$ cat src/rtl/pipe_lsu_store_buffer.sv
// MEM-stage load/store initiator with a posted-store FIFO in front of a single-port word RAM.
// Latency: store post 0 cycles, load hit 0 cycles (forwarded), load miss 1 stall cycle.
// Backpressure: o_mstall=1 on load miss (one cycle) or on store into a full buffer (retried next cycle).
//
// Ports:
//   i_clock, i_reset            clock; asynchronous active-high reset
//   i_mwmem, i_mrmem            store / load request from MEM stage (held while o_mstall=1)
//   i_malu, i_mb                byte address (word bits used) and store data
//   o_mmo, o_mstall             load data to WB and pipeline freeze (both combinational)
//   o_sb_empty                  store buffer holds no entries
//   o_dm_addr/_we/_wdata        RAM request; i_dm_rdata returns one cycle after a read issue
module pipe_lsu_store_buffer #(
    parameter int SB_DEPTH = 4,
    parameter int ADDR_W   = 5
) (
    input  logic              i_clock,
    input  logic              i_reset,
    input  logic              i_mwmem,
    input  logic              i_mrmem,
    input  logic [31:0]       i_malu,
    input  logic [31:0]       i_mb,
    output logic [31:0]       o_mmo,
    output logic              o_mstall,
    output logic              o_sb_empty,
    output logic [ADDR_W-1:0] o_dm_addr,
    output logic              o_dm_we,
    output logic [31:0]       o_dm_wdata,
    input  logic [31:0]       i_dm_rdata
);

    localparam int PW = (SB_DEPTH > 1) ? $clog2(SB_DEPTH) : 1;

    typedef enum logic {S_IDLE, S_LOAD} state_t;

    state_t            r_state;
    state_t            w_state_nxt;
    logic [ADDR_W-1:0] r_sb_addr [SB_DEPTH];
    logic [31:0]       r_sb_data [SB_DEPTH];
    logic [PW-1:0]     r_head;
    logic [PW-1:0]     r_tail;
    logic [PW:0]       r_count;

    logic [ADDR_W-1:0] w_addr;
    logic              w_full;
    logic              w_hit;
    logic [31:0]       w_fwd_data;
    logic              w_enq;
    logic              w_deq;
    logic              w_drain_ok;

    assign w_addr     = i_malu[ADDR_W+1:2];
    assign w_full     = (r_count == (PW+1)'(SB_DEPTH));
    assign o_sb_empty = (r_count == '0);

    // Scan from oldest to youngest so the last match (nearest the tail) wins.
    always_comb begin
        w_hit      = 1'b0;
        w_fwd_data = '0;
        for (int i = 0; i < SB_DEPTH; i++) begin
            if (((PW+1)'(i) < r_count) && (r_sb_addr[r_head + PW'(i)] == w_addr)) begin
                w_hit      = 1'b1;
                w_fwd_data = r_sb_data[r_head + PW'(i)];
            end
        end
    end

    always_comb begin
        w_state_nxt = r_state;
        o_mmo       = '0;
        o_mstall    = 1'b0;
        o_dm_addr   = '0;
        o_dm_we     = 1'b0;
        o_dm_wdata  = '0;
        w_enq       = 1'b0;
        w_deq       = 1'b0;
        w_drain_ok  = 1'b0;
        if (!i_reset) begin
            case (r_state)
                S_IDLE: begin
                    // A load wins over a simultaneous store.
                    if (i_mrmem) begin
                        if (w_hit) begin
                            o_mmo      = w_fwd_data;
                            w_drain_ok = 1'b1;
                        end else begin
                            o_mstall    = 1'b1;
                            o_dm_addr   = w_addr;
                            w_state_nxt = S_LOAD;
                        end
                    end else if (i_mwmem) begin
                        if (!w_full) begin
                            w_enq = 1'b1;
                        end else begin
                            // Free a slot now; the held store is accepted next cycle.
                            o_mstall   = 1'b1;
                            w_drain_ok = 1'b1;
                        end
                    end else begin
                        w_drain_ok = 1'b1;
                    end
                end
                S_LOAD: begin
                    // The stalled load completes here; its held request is not reissued.
                    o_mmo       = i_dm_rdata;
                    w_state_nxt = S_IDLE;
                    w_drain_ok  = 1'b1;
                end
                default: w_state_nxt = S_IDLE;
            endcase
            if (w_drain_ok && (r_count != '0)) begin
                w_deq      = 1'b1;
                o_dm_we    = 1'b1;
                o_dm_addr  = r_sb_addr[r_head];
                o_dm_wdata = r_sb_data[r_head];
            end
        end
    end

    always_ff @(posedge i_clock or posedge i_reset) begin
        if (i_reset) begin
            r_state <= S_IDLE;
            r_head  <= '0;
            r_tail  <= '0;
            r_count <= '0;
        end else begin
            r_state <= w_state_nxt;
            if (w_enq) r_tail <= r_tail + 1'b1;
            if (w_deq) r_head <= r_head + 1'b1;
            case ({w_enq, w_deq})
                2'b10:   r_count <= r_count + 1'b1;
                2'b01:   r_count <= r_count - 1'b1;
                default: r_count <= r_count;
            endcase
        end
    end

    // Entry payload needs no reset; validity is carried by head/count.
    always_ff @(posedge i_clock) begin
        if (w_enq) begin
            r_sb_addr[r_tail] <= w_addr;
            r_sb_data[r_tail] <= i_mb;
        end
    end

    always_ff @(posedge i_clock) begin
        if (!i_reset && (r_state == S_IDLE))
            assert (!(i_mrmem && i_mwmem))
            else $error("pipe_lsu_store_buffer: load and store requested together");
    end

endmodule
$ cat config.mk
export PLATFORM = sky130hd
export DESIGN_NAME = pipe_lsu_store_buffer
export DESIGN_NICKNAME = d
export VERILOG_FILES = /design/src/rtl/pipe_lsu_store_buffer.sv
export SDC_FILE = /design/constraint.sdc
export NUM_CORES = 1
export LEC_CHECK = 0
export ABC_AREA = 1
export CELL_PAD_IN_SITES_DETAIL_PLACEMENT = 1
export CELL_PAD_IN_SITES_GLOBAL_PLACEMENT = 1
export CORE_UTILIZATION = 44
export CTS_BUF_LIST = sky130_fd_sc_hd__clkbuf_4
export DETAILED_ROUTE_END_ITERATION = 8
export PLACE_DENSITY_LB_ADDON = 0.2
export SETUP_SLACK_MARGIN = 0.3
export SKIP_LAST_GASP = 1
export SLEW_MARGIN = 25
export SYNTH_ARGS = -nofsm -noshare
export SYNTH_HDL_FRONTEND = slang
export SYNTH_SLANG_ARGS = --single-unit
$ cat constraint.sdc
create_clock -name i_clock -period 5.35 [get_ports i_clock]
set_input_delay 0.535 -clock i_clock [delete_from_list [all_inputs] [get_ports i_clock]]
set_output_delay 0.535 -clock i_clock [all_outputs]
set_load 0.02 [all_outputs]
==> summary.txt <==
Run status
  • Outcome: finished clean

Clocking
  • CTS Buf Count: 17
  • Root Buffer: clkbuf_4
  • Max clock buf depth: 2
  • Clock Sinks: 156
  • H-tree Lvls: 4
  • Post-CTS Hold Buffers: 0
  • Worst-Skew Late Latency: 0.60 ns
  • Worst-path clk slew: 0.15 ns
  • CTS tree: built

Synth
  • Syn Area/Cell: 7.11 um^2
  • Ys async rst share: 0.0513
  • Dominant cell type by area after synthesis: edfxtp_1
  • Yosys cell types: 32
  • Sequential fraction of the synthesis area: 0.419
  • Post-synth EDFFs: 148
  • Cells after Synth: 1559
  • Post-synth top cells: nand2_1 (501), o21ai_0 (257), edfxtp_1 (148), inv_1 (143), nor2_1 (111)
  • Yosys reg bits: 156
  • Ys flop type: edfxtp_1
  • Ys Warns: 0
  • Mapped Area: 0.0111 mm^2
  • Main area contributors after synthesis: edfxtp_1 (40%), nand2_1 (17%), o21ai_0 (12%)
  • Most common cell in the netlist: nand2_1
  • Synth top area share: 0.401
  • Post-synth net total: 1668

Timing
  • Hold_ws: 0.375 ns
  • Max Clock Skew: 0.0253 ns
  • Final period util: 0.892
  • # setup viols final: 0
  • Hold Vio Cnt, Final: 0
  • Pins over their slew limit: 0
  • Relative slew slack: 0.379
  • RSZ-0062 raised after global routing: no
  • Period minus WS final: 4.77 ns
  • FMAX: 210 MHz
  • Least-Margin Pin Slew: 0.932 ns
  • Sum Neg Setup Slack: 0 ns

Floorplan
  • Width of the die: 161 um
  • Rows: 57
  • Core box area: 0.0245 mm^2
  • Die height: 161 um
  • Initial Utilization: 0.452
  • Top Ports: 172
  • Die ar.: 0.0258 mm^2

Finish
  • Nets: 1750
  • Seq. cell area: 0.00465 mm^2
  • Multi-input gate area: 0.00539 mm^2
  • Layout area overhead: 17.8%
  • Share of cells above drive strength 1: 0.0738
  • Fillcell total: 3171

Critical path
  • CP Class: flop to output port
  • Buf+Inv Stages, Crit Path: 4
  • WP data arrival: 4.24 ns
  • Req. time, crit path: 4.82 ns
  • CP Launch Type: flop
  • Slowest-stage cell, CP: clkdlybuf4s50_1
  • CP cell instances: inv_2 -> buf_4 -> nand3_1 -> nand3_1 -> nand2_1 -> nor2_1 -> nand3_2 -> buf_6 -> nor2_1 -> nor2_1 -> nand2_1 -> nand3_1 -> a21oi_1 -> clkdlybuf4s50_1
  • Crit path max fanout: 64
  • Top delay family on crit path: buffers and inverters
  • CP Capture Type: output port
  • Critical path's largest stage delay: 0.67 ns

Power
  • Static leakage: 5.36 nW
  • Power per cell area: 505 mW/mm^2
  • Peak VDD IR: 416 uV

Drt
  • DRC errors left: 0
  • Final ANT Viol Nets: 0
  • Drt initial violations: 780
  • Initial DRT Pass Iterations: 6
  • Via density per instance: 5.63
  • Final WL: 37.3 mm
  • Routed vias: 11200
  • WL/cell: 18.8 um

Global routing
  • Vias in the first global route: 11400
  • GRT Util Overall: 0.290
  • Initial antenna violation count: 1
  • Largest net degree at the start of global routing: 121
  • Global-route wire length before repair: 58.5 mm
  • GR Overflow Total: 0

Placed design
  • Dpl hpwl: 23.4 mm
  • GP Congestion: 0.798
  • IO buf count: 144

Run
  • Max-cap check violation count: 0

Worst hold path
  • Worst min path class: input port to asynchronous set/reset pin
[layout make-up]
type | instances | share of cell area
clock buffers | 18 | 0.0103
flip-flops and latches | 156 | 0.356
multi-input cells | 1144 | 0.412
inverters | 148 | 0.0439
well taps | 324 | 0.0310
clock inverters | 14 | 0.0160
repair buffers | 174 | 0.130
diodes | 2 | 0.000383
[sequential cells by signal, summed over array words and instances, names as in the netlist]
signal,count
r_sb_data,128
r_tail,2
r_sb_addr,20
r_head,2
r_state,1
r_count,3
[kinds of logic after synthesis]
group | after synthesis | share of synthesized area
DFF | 156 | 0.419
buffers and inverters | 259 | 0.100
xor gates and xnor gates | 5 | 0.00395
and+or+nand+nor | 787 | 0.306
AOI/OAI and AO/OA | 343 | 0.161
adders and majority gates | 9 | 0.0102
[where the power goes]
| group | leakage, nW | total, mW | switching [mW] | internal, mW |
|---|---|---|---|---|
| logic | 3.76 | 4.20 | 2.97 | 1.23 |
| registers | 1.43 | 1.52 | 0.0974 | 1.42 |
| clock network | 0.174 | 0.873 | 0.485 | 0.387 |
| total | 5.36 | 6.60 | 3.55 | 3.04 |
[stage by stage]
| step | cell area [um^2] | total power, mW | util | instances | setup WS (ns) |
|---|---|---|---|---|---|
| detailed placement | 12600 | 5.62 | 0.515 | 1942 | 0.846 |
| global placement | 12600 | 5.47 | 0.515 | 1942 | 0.944 |
| floorplan | 11100 | 4.43 | - | 1559 | 2.15 |
| global route | 13100 | 7.11 | 0.532 | 1979 | 0.306 |
| finish | 13100 | 6.60 | 0.532 | 1980 | 0.580 |
| CTS | 13000 | 6.52 | 0.530 | 1975 | 0.397 |
[cell usage in the layout, fill, tap and decap left out, types with 2 or more instances in the layout]
cell type / count
nand2_1: 500
o21ai_0: 257
edfxtp_1: 148
inv_1: 143
clkdlybuf4s50_1: 143
nor2_1: 107
nand3_1: 91
nand4_1: 48
a21oi_1: 44
o21ai_1: 26
buf_4: 24
nand3_2: 21
clkbuf_4: 18
a21oi_2: 10
ha_1: 9
nor2_4: 8
dfrtp_1: 6
o22ai_1: 4
bufinv_16: 4
buf_6: 4
xor2_1: 3
nor2_2: 3
nand2_2: 3
nand2_4: 3
clkinvlp_4: 3
inv_6: 3
diode_2: 2
xnor2_1: 2
inv_2: 2
inv_4: 2
clkinv_4: 2
inv_8: 2
[per-layer routing]
metal | global-route usage | part of all wire | vias to the layer above
li1 | - | - | 5324
met1 | 0.366 | 0.43 | 5433
met2 | 0.509 | 0.49 | 338
met3 | 0.0405 | 0.054 | 59
met4 | 0.0995 | 0.019 | 0
met5 | 0 | 0 | -
[repair_timing]
| action | CTS | global route |
|---|---|---|
| pin swaps | 0 | 1 |
| resized for setup | 2 | 6 |
| setup buffers | 1 | 3 |
| setup endpoints to repair | 25 | 55 |
[final timing paths]
| check | startpoint | endpoint | slack [ns] | cells after the start |
|---|---|---|---|---|
| max | r_head[1] | o_mmo[0] | 0.58 | 14 |
| min | i_reset | r_count[0] | 0.37 | 2 |
| max reg2reg | r_head[1] | r_count[2] | 1.64 | 18 |
| min reg2reg | r_count[1] | r_count[1] | 0.57 | 2 |
| max in group asynchronous | i_reset | r_head[0] | 4.62 | 2 |
| min in group i_clock | i_mb[27] | r_sb_data[0][27] | 0.55 | 1 |
No activity file was read; power rests on OpenSTA's default activity.
